**src/rtl/fb_arbiter_if.sv**
```systemverilog
// fb_arbiter_if: requester-side bus of the frame-buffer arbiter.
//
// Handshake: a requester raises req with address (and write data) and must
// hold all of them stable until the cycle where req && gnt is true; that
// cycle is the accept. gnt is combinational from the arbiter and at most one
// of disp_gnt / eng_gnt is high in any cycle. rvalid pulses for exactly one
// cycle two cycles after an accepted read, with rdata valid in that cycle.
// Swap signals are only meaningful when FB_DOUBLE_BUFFER_EN is defined.
interface fb_arbiter_if #(
  parameter int ADDR_W = 17,
  parameter int DATA_W = 8
);
  logic              disp_req;
  logic [ADDR_W-1:0] disp_addr;
  logic              disp_gnt;
  logic              disp_rvalid;
  logic [DATA_W-1:0] disp_rdata;

  logic              eng_req;
  logic              eng_we;
  logic [ADDR_W-1:0] eng_addr;
  logic [DATA_W-1:0] eng_wdata;
  logic              eng_gnt;
  logic              eng_rvalid;
  logic [DATA_W-1:0] eng_rdata;

  logic              eng_swap;
  logic              swap_pending;
  logic              swap_done;

  modport master (
    output disp_req, disp_addr, eng_req, eng_we, eng_addr, eng_wdata, eng_swap,
    input  disp_gnt, disp_rvalid, disp_rdata, eng_gnt, eng_rvalid, eng_rdata,
    input  swap_pending, swap_done
  );

  modport slave (
    input  disp_req, disp_addr, eng_req, eng_we, eng_addr, eng_wdata, eng_swap,
    output disp_gnt, disp_rvalid, disp_rdata, eng_gnt, eng_rvalid, eng_rdata,
    output swap_pending, swap_done
  );
endinterface

```
**src/rtl/fb_arbiter.sv**
```systemverilog
// fb_arbiter: shares one single-port synchronous frame-buffer RAM between the
// display line fetcher (priority) and the graphics engine (bounded wait of
// DISP_BURST cycles). RAM command is registered one cycle after accept, read
// data returns one cycle later tagged back to its owner.
// Optional feature macro: FB_DOUBLE_BUFFER_EN (front/back buffer with swap at
// the end_frame rising edge). Without it the buffer bit is always 0.
// last_dbg exposes the arbitration state (0 IDLE, 1 DISP, 2 ENG).
module fb_arbiter #(
  parameter int ADDR_W     = 17,
  parameter int DATA_W     = 8,
  parameter int DISP_BURST = 8
) (
  input  logic              clk,
  input  logic              rst,
  input  logic              end_frame,
  fb_arbiter_if.slave       bus,
  output logic              mem_en,
  output logic              mem_we,
  output logic [ADDR_W:0]   mem_addr,
  output logic [DATA_W-1:0] mem_wdata,
  input  logic [DATA_W-1:0] mem_rdata,
  output logic [1:0]        last_dbg
);

  typedef enum logic [1:0] {
    LAST_IDLE = 2'd0,
    LAST_DISP = 2'd1,
    LAST_ENG  = 2'd2
  } last_e;

  localparam logic [7:0] BURST = 8'(DISP_BURST);

  last_e             last_q, last_d;
  logic [7:0]        run_q, run_d;
  logic              disp_gnt_c, eng_gnt_c;
  logic              mem_en_q, mem_en_d;
  logic              mem_we_q, mem_we_d;
  logic [ADDR_W:0]   mem_addr_q, mem_addr_d;
  logic [DATA_W-1:0] mem_wdata_q, mem_wdata_d;
  logic              disp_tag_q, disp_tag_d;
  logic              eng_tag_q, eng_tag_d;
  logic              disp_rvalid_q, disp_rvalid_d;
  logic              eng_rvalid_q, eng_rvalid_d;
  logic              end_frame_q, end_frame_d;
  logic              frame_edge;
  logic              front_q, front_d;
  logic              swap_pending_q, swap_pending_d;
  logic              swap_done_q, swap_done_d;
  logic              disp_buf, eng_buf;

  assign frame_edge = end_frame & ~end_frame_q;
  assign disp_buf   = front_q;

  // Grant decision: starvation limit first, then display priority, then engine.
  // Reset suppresses grants in the same cycle so nothing is accepted.
  always_comb begin
    disp_gnt_c = 1'b0;
    eng_gnt_c  = 1'b0;
    if (!rst) begin
      if (bus.eng_req && (run_q == BURST)) begin
        eng_gnt_c = 1'b1;
      end else if (bus.disp_req) begin
        disp_gnt_c = 1'b1;
      end else if (bus.eng_req) begin
        eng_gnt_c = 1'b1;
      end
    end
  end

  // Next-state of arbitration bookkeeping, RAM command and read-return tags.
  always_comb begin
    run_d = run_q;
    if (eng_gnt_c || !bus.disp_req) begin
      run_d = 8'd0;
    end else if (disp_gnt_c && bus.eng_req) begin
      run_d = run_q + 8'd1;
    end

    last_d = LAST_IDLE;
    if (disp_gnt_c) begin
      last_d = LAST_DISP;
    end else if (eng_gnt_c) begin
      last_d = LAST_ENG;
    end

    mem_en_d    = disp_gnt_c | eng_gnt_c;
    mem_we_d    = eng_gnt_c & bus.eng_we;
    mem_addr_d  = '0;
    mem_wdata_d = '0;
    if (disp_gnt_c) begin
      mem_addr_d = {disp_buf, bus.disp_addr};
    end else if (eng_gnt_c) begin
      mem_addr_d = {eng_buf, bus.eng_addr};
      if (bus.eng_we) begin
        mem_wdata_d = bus.eng_wdata;
      end
    end

    // Tag travels with the command; the registered tag becomes rvalid when
    // the RAM data appears one cycle after mem_en.
    disp_tag_d    = disp_gnt_c;
    eng_tag_d     = eng_gnt_c & ~bus.eng_we;
    disp_rvalid_d = disp_tag_q;
    eng_rvalid_d  = eng_tag_q;
    end_frame_d   = end_frame;
  end

`ifdef FB_DOUBLE_BUFFER_EN
  assign eng_buf = ~front_q;

  // Swap request latches until the frame-boundary edge; a request in the edge
  // cycle itself is honoured at that edge.
  always_comb begin
    front_d        = front_q;
    swap_pending_d = swap_pending_q;
    swap_done_d    = 1'b0;
    if (frame_edge && (swap_pending_q || bus.eng_swap)) begin
      front_d        = ~front_q;
      swap_pending_d = 1'b0;
      swap_done_d    = 1'b1;
    end else if (bus.eng_swap) begin
      swap_pending_d = 1'b1;
    end
  end
`else
  logic unused_swap;
  assign eng_buf     = 1'b0;
  assign unused_swap = ^{bus.eng_swap, frame_edge};

  // Single-buffer build: buffer bit and swap status stay at zero.
  always_comb begin
    front_d        = 1'b0;
    swap_pending_d = 1'b0;
    swap_done_d    = 1'b0;
  end
`endif

  // All state registers, cleared together by synchronous reset.
  always_ff @(posedge clk) begin
    if (rst) begin
      last_q         <= LAST_IDLE;
      run_q          <= 8'd0;
      mem_en_q       <= 1'b0;
      mem_we_q       <= 1'b0;
      mem_addr_q     <= '0;
      mem_wdata_q    <= '0;
      disp_tag_q     <= 1'b0;
      eng_tag_q      <= 1'b0;
      disp_rvalid_q  <= 1'b0;
      eng_rvalid_q   <= 1'b0;
      end_frame_q    <= 1'b0;
      front_q        <= 1'b0;
      swap_pending_q <= 1'b0;
      swap_done_q    <= 1'b0;
    end else begin
      last_q         <= last_d;
      run_q          <= run_d;
      mem_en_q       <= mem_en_d;
      mem_we_q       <= mem_we_d;
      mem_addr_q     <= mem_addr_d;
      mem_wdata_q    <= mem_wdata_d;
      disp_tag_q     <= disp_tag_d;
      eng_tag_q      <= eng_tag_d;
      disp_rvalid_q  <= disp_rvalid_d;
      eng_rvalid_q   <= eng_rvalid_d;
      end_frame_q    <= end_frame_d;
      front_q        <= front_d;
      swap_pending_q <= swap_pending_d;
      swap_done_q    <= swap_done_d;
    end
  end

  assign bus.disp_gnt     = disp_gnt_c;
  assign bus.eng_gnt      = eng_gnt_c;
  assign bus.disp_rvalid  = disp_rvalid_q;
  assign bus.eng_rvalid   = eng_rvalid_q;
  // Read data passes straight through from the RAM while its owner is valid.
  assign bus.disp_rdata   = disp_rvalid_q ? mem_rdata : '0;
  assign bus.eng_rdata    = eng_rvalid_q ? mem_rdata : '0;
  assign bus.swap_pending = swap_pending_q;
  assign bus.swap_done    = swap_done_q;
  assign mem_en           = mem_en_q;
  assign mem_we           = mem_we_q;
  assign mem_addr         = mem_addr_q;
  assign mem_wdata        = mem_wdata_q;
  assign last_dbg         = last_q;

endmodule

```
**src/flat_wrapper.sv**
```systemverilog
// flat-port wrapper written by rule: the top's interface ports become plain ports
module fb_arbiter_flat 
#(
  parameter int ADDR_W     = 17,
  parameter int DATA_W     = 8,
  parameter int DISP_BURST = 8
)
  (clk, rst, end_frame, mem_en, mem_we, mem_addr, mem_wdata, mem_rdata, last_dbg, bus_disp_req, bus_disp_addr, bus_eng_req, bus_eng_we, bus_eng_addr, bus_eng_wdata, bus_eng_swap, bus_disp_gnt, bus_disp_rvalid, bus_disp_rdata, bus_eng_gnt, bus_eng_rvalid, bus_eng_rdata, bus_swap_pending, bus_swap_done);
  fb_arbiter_if #(.ADDR_W(ADDR_W), .DATA_W(DATA_W)) bus_i ();
  input  logic clk;
  input  logic rst;
  input  logic end_frame;
  output logic mem_en;
  output logic mem_we;
  output logic [ADDR_W:0] mem_addr;
  output logic [DATA_W-1:0] mem_wdata;
  input  logic [DATA_W-1:0] mem_rdata;
  output logic [1:0] last_dbg;
  input wire logic [$bits(bus_i.disp_req)-1:0] bus_disp_req;
  input wire logic [$bits(bus_i.disp_addr)-1:0] bus_disp_addr;
  input wire logic [$bits(bus_i.eng_req)-1:0] bus_eng_req;
  input wire logic [$bits(bus_i.eng_we)-1:0] bus_eng_we;
  input wire logic [$bits(bus_i.eng_addr)-1:0] bus_eng_addr;
  input wire logic [$bits(bus_i.eng_wdata)-1:0] bus_eng_wdata;
  input wire logic [$bits(bus_i.eng_swap)-1:0] bus_eng_swap;
  output wire logic [$bits(bus_i.disp_gnt)-1:0] bus_disp_gnt;
  output wire logic [$bits(bus_i.disp_rvalid)-1:0] bus_disp_rvalid;
  output wire logic [$bits(bus_i.disp_rdata)-1:0] bus_disp_rdata;
  output wire logic [$bits(bus_i.eng_gnt)-1:0] bus_eng_gnt;
  output wire logic [$bits(bus_i.eng_rvalid)-1:0] bus_eng_rvalid;
  output wire logic [$bits(bus_i.eng_rdata)-1:0] bus_eng_rdata;
  output wire logic [$bits(bus_i.swap_pending)-1:0] bus_swap_pending;
  output wire logic [$bits(bus_i.swap_done)-1:0] bus_swap_done;
  assign bus_i.disp_req = bus_disp_req;
  assign bus_i.disp_addr = bus_disp_addr;
  assign bus_i.eng_req = bus_eng_req;
  assign bus_i.eng_we = bus_eng_we;
  assign bus_i.eng_addr = bus_eng_addr;
  assign bus_i.eng_wdata = bus_eng_wdata;
  assign bus_i.eng_swap = bus_eng_swap;
  assign bus_disp_gnt = bus_i.disp_gnt;
  assign bus_disp_rvalid = bus_i.disp_rvalid;
  assign bus_disp_rdata = bus_i.disp_rdata;
  assign bus_eng_gnt = bus_i.eng_gnt;
  assign bus_eng_rvalid = bus_i.eng_rvalid;
  assign bus_eng_rdata = bus_i.eng_rdata;
  assign bus_swap_pending = bus_i.swap_pending;
  assign bus_swap_done = bus_i.swap_done;
  fb_arbiter #(.ADDR_W(ADDR_W), .DATA_W(DATA_W), .DISP_BURST(DISP_BURST)) u_core (.clk(clk), .rst(rst), .end_frame(end_frame), .bus(bus_i), .mem_en(mem_en), .mem_we(mem_we), .mem_addr(mem_addr), .mem_wdata(mem_wdata), .mem_rdata(mem_rdata), .last_dbg(last_dbg));
endmodule
```
**config.mk**
```make
export PLATFORM = sky130hd
export DESIGN_NAME = fb_arbiter_flat
export DESIGN_NICKNAME = d
export VERILOG_FILES = /design/src/rtl/fb_arbiter_if.sv /design/src/rtl/fb_arbiter.sv /design/src/flat_wrapper.sv
export SDC_FILE = /design/constraint.sdc
export NUM_CORES = 1
export LEC_CHECK = 0
export BUFFER_PORTS_ARGS = -buffer_cell sky130_fd_sc_hd__buf_2
export CORE_UTILIZATION = 36
export DETAILED_ROUTE_END_ITERATION = 10
export PLACE_DENSITY = 0.7
export SYNTH_ARGS = -nofsm -noshare
export SYNTH_HDL_FRONTEND = slang
export SYNTH_SLANG_ARGS = --single-unit
```
**constraint.sdc**
```tcl
create_clock -name clk -period 1.7 [get_ports clk]
set_input_delay 0.425 -clock clk [delete_from_list [all_inputs] [get_ports clk]]
set_output_delay 0.425 -clock clk [all_outputs]
set_load 0.005 [all_outputs]
```
# Word-level counts from Yosys, hierarchy flattened
# Cells that the tools add are included.
dict set report word_totals {
  output_inout_bits 52
  input_bits 57
  reg_bits 42
}
dict set report classes {
  bitwise_logic 5
  eq_ne 1
  muxes 13
  addsub 1
  reduce_logical 7
}
# op n
set op_table {}
lappend op_table {{$mux W17} 2}
lappend op_table {{$mux W8} 2}
lappend op_table {{$add A8 B1 Y8 const B} 1}
lappend op_table {{$eq A8 B4 Y1 const B} 1}
lappend op_table {{$mux W1} 8}
lappend op_table {{$reduce_or A2 Y1} 2}
lappend op_table {{$reduce_or A4 Y1} 1}
lappend op_table {{$and A1 B1 Y1} 2}
lappend op_table {{$logic_and A1 B1 Y1} 2}
lappend op_table {{$mux W2} 1}
lappend op_table {{$not A1 Y1} 2}
lappend op_table {{$logic_not A1 Y1} 1}
lappend op_table {{$logic_or A1 B1 Y1} 1}
lappend op_table {{$or A1 B1 Y1} 1}

# Depth between registers and ports, before layout
# Gate-level depths: netlist of the first run.
dict set report logic_depth {
  word_depth 6
  depth_mapped 7
  mapped_depth_nobuf 6
}

# Least setup slack after synthesis of the first run
# No wires, ideal clock.
dict set report synth_timing {
  path_kind {input -> output}
  from {input port bus_eng_req}
  to {output port bus_eng_gnt}
  setup_slack_ns -0.105
  arrival_time_ns 1.380
  path_stages 5
  required_time_ns 1.275
  path_buffers 2
  cell_sequence {buf_2 > nand4b_1 > o22a_1 > buf_2 > nor2_1}
}
dict set report synth_via {
  elab_chain_len 4
  elab_cells_between_ends 5
}
# element line
set synth_rtl {}
lappend synth_rtl {{start: declaration} flat_wrapper.sv:21} ;# input wire logic [$bits(bus_i.eng_req)-1:0] bus_eng_req;
lappend synth_rtl {{$mux W1} fb_arbiter.sv:64} ;# end else if (bus.eng_req) begin
lappend synth_rtl {{$mux W1} fb_arbiter.sv:62} ;# end else if (bus.disp_req) begin
lappend synth_rtl {{$mux W1 (*)} fb_arbiter.sv:60} ;# if (bus.eng_req && (run_q == BURST)) begin
lappend synth_rtl {{$mux W1 (*)} fb_arbiter.sv:59} ;# if (!rst) begin
lappend synth_rtl {{end: declaration} flat_wrapper.sv:29} ;# output wire logic [$bits(bus_i.eng_gnt)-1:0] bus_eng_gnt;
# Every way passes the cells marked *; elsewhere a longest branch is shown, timed or not.

# Final worst setup path of the first run
dict set report layout_timing {
  from {register u_core.run_q[2]}
  to {output port bus_eng_gnt}
}
dict set report layout_via {
  elab_chain_len 4
}
# element line
set layout_rtl {}
lappend layout_rtl {{start: declaration} fb_arbiter.sv:34} ;# logic [7:0] run_q, run_d;
lappend layout_rtl {{start signal: assignment} fb_arbiter.sv:157} ;# run_q <= run_d;
lappend layout_rtl {{$eq A8 B4 Y1} fb_arbiter.sv:60}
lappend layout_rtl {{$logic_and A1 B1 Y1} fb_arbiter.sv:60}
lappend layout_rtl {{$mux W1} fb_arbiter.sv:60}
lappend layout_rtl {{$mux W1} fb_arbiter.sv:59}
# No other way between the ends.

==> results of run 1 <==
kinds of logic after synthesis:
family          count (synthesis)  synth area share (%)
fa+ha+maj                       2                 1.601
compound gates                 27                 15.53
buf+inv                        18                 6.484
xor+xnor                        4                 2.242
other cells                     1                0.2400
flops                          40                 51.24
mux                             1                0.6405
simple gates                   56                 22.02
synth_stat cells:
library cell   n
dfxtp_1       40
clkinv_1       1
xor2_1         3
mux2i_1        1
o22ai_4        1
ha_1           2
nor3_2         8
nand4_1        4
a21oi_1        3
nand2_1        9
or3_1          3
o22a_1         1
buf_1          1
o21ai_0        3
and3_1         1
or4_4          1
and2_1        16
o21ai_1        1
nor2_1         7
buf_4          4
xnor2_1        1
nor2b_1        3
buf_6          2
nand3_1        2
nor3_1         1
conb_1         1
a32o_1        17
o21ai_2        1
clkbuf_1       2
inv_2          1
nand4b_1       1
inv_1          4
buf_2          3
sequential cells by signal, summed over array words and instances, names as in the netlist:
register and count:
u_core.disp_rvalid_d 1, u_core.last_dbg 1, u_core.bus.disp_rvalid 1, u_core.mem_wdata 8, u_core.mem_we 1, u_core.run_q 8
u_core.bus.eng_rvalid 1, u_core.mem_addr 17, u_core.eng_rvalid_d 1, u_core.mem_en 1
power breakdown:
group          internal (uW)  switching (uW)
clock network            361             296
logic                    124             111
registers                972            9.84
total                   1460             417
metrics by stage:
stage | setup TNS [ns] | cell area [um2] | utilization, %
6_report | -0.4859 | 2302 | 56.34
5_1_grt | -0.6379 | 2302 | 56.34
4_1_cts | -0.5087 | 2301 | 56.31
3_5_place_dp | 0 | 2205 | 53.95
3_3_place_gp | 0 | 2205 | 53.95
2_1_floorplan | -0.04443 | 1579 | -
worst max-delay path, stage by stage (launching register included):
cell	delay, ns
dfxtp_2	0.33
or4_4	0.54
o22a_1	0.21
nor2_2	0.07
buf_2	0.11
timing repair:
| action | CTS | global route |
|---|---|---|
| endpoints found under the setup margin | 2 | 2 |
| resized for setup | 0 | 1 |
| pin swaps | 2 | 1 |
| cloned | 0 | 0 |
| endpoints found under the hold margin | 0 | 0 |
| setup buffers | 0 | 0 |
cell type report:
cell class | count | area [um2]
sequential | 40 | 802.0
multi-input combinational | 93 | 670.6
fill | 366 | 1784
inverter | 6 | 22.52
timing repair buffer | 119 | 648.1
clock buffer | 7 | 96.34
tap | 50 | 62.56
worst paths after layout:
kind	start	endpoint	slack [ns]	depth (start not counted)
setup reg to reg	u_core.run_q[2]	u_core.mem_addr[15]	0.09	5
hold / removal	bus_disp_addr[3]	u_core.mem_addr[3]	0.35	2
setup / recovery	u_core.run_q[2]	bus_eng_gnt	-0.27	4
hold reg to reg	u_core.eng_rvalid_d	u_core.bus.eng_rvalid	0.44	1
layer usage:
layer / vias to the layer above / wire length, um
met5: - / 0
li1: 754 / -
met3: 7 / 284
met1: 683 / 1601
met4: 0 / 74
met2: 62 / 2018
==> metrics.txt, run 1 <==
outcome=complete, but fails checks; failing checks=negative setup slack; startpoint types=flip-flop; P_leak=between 0.001 and 0.0015 uW; min Tclk post-route=roughly 2 ns; total power=roughly 1900 uW; post-route worst setup slack=-0.2681 ns; TritonCTS clock tree=built; Area Overhead vs Synth=47.32%; DP Worst Slack=between 0.02 and 0.025 ns; Slew Viols, Final=0; gp weighted congestion=approximately 0.83; Die Ht=approximately 68 um; synth top area cells=dfxtp_1 (51%), a32o_1 (11%), and2_1 (6.4%), nor3_2 (5.1%), nand2_1 (2.2%); Critical Path End Type=output pin; Worst Path Max Fanout=3; antenna cell count=0; CP Class=reg -> out; Yosys reg bits=40; Critical Path RT=approximately 1.3 ns; num rows=23; number of I/O port buffers=between 100 and 150; Worst-path clk slew=around 0.07 ns; Tot GR Track Use=a little under a fifth; Synth cell types=33; Max Clk Rate=508.1 MHz; setup violators final=2; Period Utilization, post-route=115.8%; core area=a little over 4000 um2; syn avg cell area=~10 um2; Pre-antenna DRT Iters=4; Final Non-Filler Cells=315; grt met2 use=32.30%; via-per-instance ratio=about 4.8; Post-CTS Hold Fix Bufs=0; top-area cell type share of the netlist area=~51%; initial antenna violation count=0; first-pass GRT wire length=between 6000 and 7000 um; num ports=around 110; Post-Synthesis Cells=approximately 150; clock latency at the later pin of the worst-skew pair=0.28 ns; DR iter-0 viols=48; yosys warns=0; most frequent cells in the layout=buf_2 (103), dfxtp_1 (39), a32o_1 (17); leading cell type in the layout, fill and taps excluded=buf_2; worst hold path type=in -> reg; clk buf depth=2; Post-DRT Antenna Nets=0; Max IR drop VDD=about 0.00031 V; Die X=just under 70 um; number of buffers created by CTS=5; post-DR wirelength/cell=12.63 um; placed cell count=308; number of max-cap violations=0; Final HPWL DP=approximately 3000 um; initial core utilization=38.24%; H-Tree Depth=2; GRT Residual Overflow=0; Final Skew=approximately 0.0054 ns; number of clock sinks=40; mapped cell area=approximately 1600 um2; pwr dens=about 810 nW/um2; vias in the first global route=between 1000 and 1500; RSZ-0062 raised after global routing=yes; GRT Max-Usage Layer=met2; overall routed net length=3979 um; met1 GRT Util=19.22%; Clock Tree Root=clkbuf_8; die area=~4600 um2; sequential fraction of the synthesis area=between 50% and 60%; Final Hold Fails=0; Crit path arrival time=~1.5 ns; pin count of the biggest net entering global routing=19; Nets=between 300 and 400; share of post-route cells with drive strength above 1=52.83%; Hold WS=0.3466 ns; met3 Usage GRT=6.333%; vias post-DR=between 1500 and 2000; # DRC=0; leading area contributor after synthesis=dfxtp_1
Note: power is estimated with default switching activity, not from simulation.
==> run 2: changes to the inputs <==
Settings changed: BUFFER_PORTS_ARGS -buffer_cell sky130_fd_sc_hd__buf_2 to -buffer_cell sky130_fd_sc_hd__clkbuf_2, GPL_ROUTABILITY_DRIVEN set to 0.
==> run 2 against run 1 <==
The flow still finishes with violations (negative setup slack). Register-to-register slack better by 0.06 ns. Power down 4.8%. Cell count up 0.32%. Flip-flop and latch count unchanged. Sequential power about the same. Design area down 0.43%. Hold slack about the same. Sequential share of layout area up 0.21 points. Highest routed layer unchanged.
==> metrics.txt, run 2 (synthesis gave the netlist of run 1 again) <==
filler cell count=~390; outcome=complete, but fails checks; number of max-cap violations=0; num rows=23; leading cell type in the layout, fill and taps excluded=clkbuf_2; post-DR wirelength/cell=~12 um; Area Overhead vs Synth=46.68%; Critical Path End Type=output pin; Critical Path RT=about 1.3 ns; Final HPWL DP=3048 um; Period Utilization, post-route=115.1%; Die Ht=approximately 68 um; startpoint types=flip-flop; post-route worst setup slack=-0.2568 ns; delay of the slowest cell on the worst path=about 0.54 ns; # DRC=0; number of flip-flops in the largest register=17; post-route cell area=about 2300 um2; failing checks=negative setup slack; number of buffers created by CTS=5; share of post-route cells with drive strength above 1=53.01%; number of clock sinks=40; Final Skew=between 0.006 and 0.007 ns; crit path cell chain=or4_4 > o22a_1 > nor2_2 > buf_2; RSZ-0062 raised after global routing=yes; Post-CTS Hold Fix Bufs=0; placed cell count=~310; first-pass GRT wire length=around 5900 um; die area=4608 um2; overall routed net length=roughly 3800 um; vias post-DR=between 1500 and 2000; core area=between 4000 and 5000 um2; H-Tree Depth=2; placed cell area=2212 um2; Clock Tree Root=clkbuf_8; number of I/O port buffers=slightly above 100; Pre-antenna DRT Iters=4; most frequent cells in the layout=clkbuf_2 (102), dfxtp_1 (38), a32o_1 (17); clk buf depth=2; Crit path arrival time=approximately 1.5 ns; via-per-instance ratio=4.782; Final Hold Fails=0; pin count of the biggest net entering global routing=19; initial core utilization=38.24%; Post-DRT Antenna Nets=0; num ports=~110; antenna cell count=0; GRT Residual Overflow=0; vias in the first global route=around 1400; Final Non-Filler Cells=about 320; CP Class=reg -> out; P_leak=between 0.001 and 0.0015 uW; worst hold path type=in -> reg; TritonCTS clock tree=built; Slew Viols, Final=0; Max IR drop VDD=0.0004641 V; Nets=around 330; clock latency at the later pin of the worst-skew pair=0.28 ns; Worst Path Max Fanout=3; pwr dens=778.0 nW/um2; Tot GR Track Use=between 10% and 20%; DR iter-0 viols=48; Die X=just under 70 um; min Tclk post-route=roughly 2.0 ns; postcts setup bufs=0; initial antenna violation count=0; Worst-path clk slew=~0.070 ns; setup violators final=2; Slowest-stage cell, CP=or4_4; Max Clk Rate=511.0 MHz
run 2: cell count changes in the layout (fill, tap and decap cells not counted):
cell      before  now
clkbuf_8       7    5
dfxtp_1       39   38
clkbuf_1       0    1
clkinv_2       0    1
buf_4         15   16
clkbuf_2       0  102
buf_2        103    1
dfxtp_2        1    2
run 2: repair_timing:
item	CTS	global route
pin swaps	1	1
gates resized for setup	0	3
setup endpoints to repair	2	2
run 2: per-stage QoR:
| stage | utilization (%) | hold slack (ns) | total power, uW | setup WS, ns | setup TNS [ns] |
|---|---|---|---|---|---|
| after global routing | 56.09 | 0.3322 | 1892 | -0.3335 | -0.6188 |
| after floorplan | - | 0.4138 | 1110 | -0.04443 | -0.04443 |
| after detailed placement | 54.13 | 0.4411 | 1241 | 0.01173 | 0 |
| after CTS | 56.03 | 0.3369 | 1818 | -0.2829 | -0.4916 |
| after global placement | 54.13 | 0.4204 | 1238 | 0.01214 | 0 |
| final | 56.09 | 0.3463 | 1783 | -0.2568 | -0.4459 |
run 2: where the power goes:
part           switching, uW  internal [uW]
registers               11.1            973
clock network            288            279
logic                    108            125
run 2: worst paths after layout:
check                           slack, ns  depth (start not counted)                start               endpoint
worst max-delay path                -0.26                          4      u_core.run_q[6]            bus_eng_gnt
worst min register to register       0.45                          1  u_core.eng_rvalid_d  u_core.bus.eng_rvalid
worst min-delay path                 0.35                          2     bus_disp_addr[0]     u_core.mem_addr[0]
worst max register to register       0.15                          5      u_core.run_q[6]     u_core.mem_addr[3]
run 2: metal layers:
metal  global-route usage, %  wire (um)
met4                   7.813         70
met3                   5.833        259
met2                   31.81       1998
met1                   17.99       1466
met5                       0          0
run 2: worst max-delay path, delay by kind of cell (launching register included):
family	cells	cell delay, ns
AOI/OAI and AO/OA	1	0.20
DFF	1	0.32
buffers and inverters	1	0.12
and+or+nand+nor	2	0.62
run 2: final cells by class:
| class | count | area, um2 | area share (%) |
|---|---|---|---|
| Clock buffer | 6 | 72.57 | 3.166 |
| Inverter | 6 | 22.52 | 0.9825 |
| Tap cell | 50 | 62.56 | 2.729 |
| Timing Repair Buffer | 120 | 655.6 | 28.60 |
| Multi-Input combinational cell | 93 | 670.6 | 29.26 |
| Sequential cell | 40 | 803.3 | 35.04 |
| Clock inverter | 1 | 5.005 | 0.2183 |
==> run 3: changes to the inputs <==
Settings changed: CTS_BUF_LIST set to sky130_fd_sc_hd__clkbuf_16, PLACE_DENSITY 0.7 to 0.86, SKIP_CTS_REPAIR_TIMING set to 1.
==> run 3 against run 2 <==
The run still ends with negative setup slack left. First-iteration DRC count rose by 52%. Clock power rose by 51%. Global-route usage fell by 1.6 points. Critical path depth did not move.
==> metrics.txt, run 3 (synthesis gave the netlist of run 1 again) <==
Worst R2R Setup Slack=approximately 0.11 ns; failing checks=negative setup slack; core area=roughly 4100 um2; Final HPWL DP=slightly below 3000 um; post-route cell area=between 2000 and 2500 um2; leading cell type in the layout, fill and taps excluded=clkbuf_2; Die X=between 60 and 70 um; Area Overhead vs Synth=48.92%; Nets=about 320; Die Ht=about 68 um; via-per-instance ratio=4.732; Max Clk Rate=507.2 MHz; H-Tree Depth=2; Period Utilization, post-route=116.0%; Critical Path RT=1.27 ns; worst hold path type=in -> reg; GRT Residual Overflow=0; Worst-path clk slew=roughly 0.05 ns; relative slew slack=65.09%; Final Skew=~0.0036 ns; P_leak=0.001147 uW; min Tclk post-route=about 2 ns; Max IR drop VDD=approximately 0.00038 V; most frequent cells in the layout=clkbuf_2 (102), dfxtp_1 (39), a32o_1 (17); Tot GR Track Use=between 10% and 20%; startpoint types=flip-flop; Final Hold Fails=0; Crit path arrival time=approximately 1.6 ns; share of post-route cells with drive strength above 1=~52%; initial core utilization=a little under two fifths; CP Class=reg -> out; clk buf depth=2; number of buffers created by CTS=5; post-route worst setup slack=-0.2717 ns; post-DR wirelength/cell=~12 um; num ports=109; pin count of the biggest net entering global routing=19; DR iter-0 viols=73; Slew Viols, Final=0; outcome=complete, but fails checks; vias post-DR=~1500; TritonCTS clock tree=built; number of clock sinks=40; number of max-cap violations=0; number of flip-flops in the largest register=17; clock latency at the later pin of the worst-skew pair=around 0.28 ns; number of I/O port buffers=between 100 and 150; Pre-antenna DRT Iters=6; vias in the first global route=~1200; worst-margin pin slew=0.5205 ns; num rows=23; initial antenna violation count=0; Clock Tree Root=clkbuf_16; Hold WS=0.3558 ns; # DRC=0; placed cell area=2190 um2; RSZ-0062 raised after global routing=yes; Critical Path End Type=output pin; setup violators final=2; overall routed net length=3712 um; Worst Path Max Fanout=3; Post-DRT Antenna Nets=0; pwr dens=888.4 nW/um2; antenna cell count=0; die area=~4600 um2; first-pass GRT wire length=about 5300 um
[run 3: changes by cell type in the layout (fill, tap and decap cells not counted), moves of 2 or more]
cell	before	now
clkbuf_8	5	0
clkbuf_16	0	5
inv_1	4	6
buf_4	16	13
[run 3: layer usage]
layer,GRT usage (%),vias up,share of wire (%)
met2,28.96,59,52
met3,6.000,7,8.3
met4,6.250,0,1.3
met5,0,-,0
li1,-,750,-
met1,16.33,670,39
[run 3: area by class of cell]
class / count / area (um2)
Fill cell: 362 / 1759
Clock buffer: 5 / 125.1
Multi-Input combinational cell: 93 / 670.6
Clock inverter: 3 / 11.26
Sequential cell: 40 / 802.0
Tap cell: 50 / 62.56
Timing Repair Buffer: 117 / 633.1
Inverter: 6 / 22.52
[run 3: path summary, 6_finish.rpt]
check,depth (start not counted),end,startpoint
worst max-delay path,4,bus_eng_gnt,u_core.run_q[7]
worst max register to register,5,u_core.mem_addr[5],u_core.run_q[7]
worst min-delay path,2,u_core.mem_addr[7],bus_disp_addr[7]
worst min register to register,1,u_core.bus.eng_rvalid,u_core.eng_rvalid_d
[run 3: through the flow]
stage	util [%]	setup WS [ns]	TNS (ns)	cells	power, uW
CTS	56.92	-0.3150	-0.5107	314	2092
global placement	53.58	-0.003988	-0.003988	306	1229
finish	56.95	-0.2717	-0.4583	314	2068
detailed placement	53.58	-0.01031	-0.01031	306	1235
floorplan	-	-0.04443	-0.04443	151	1110
global route	56.95	-0.3189	-0.5557	314	2154
[run 3: power by group]
group	leakage (uW)	internal [uW]	switching (uW)
Clock	0.0000738	527	328
Sequential	0.000328	974	11.0
Combinational	0.000745	120	107
Total	0.00115	1620	447
[run 3: worst max-delay path, cell delays in order (launching register included)]
cell and delay, ns:
dfxtp_2 0.32, or4_4 0.54, o22a_1 0.21, nor2_2 0.09, buf_2 0.11
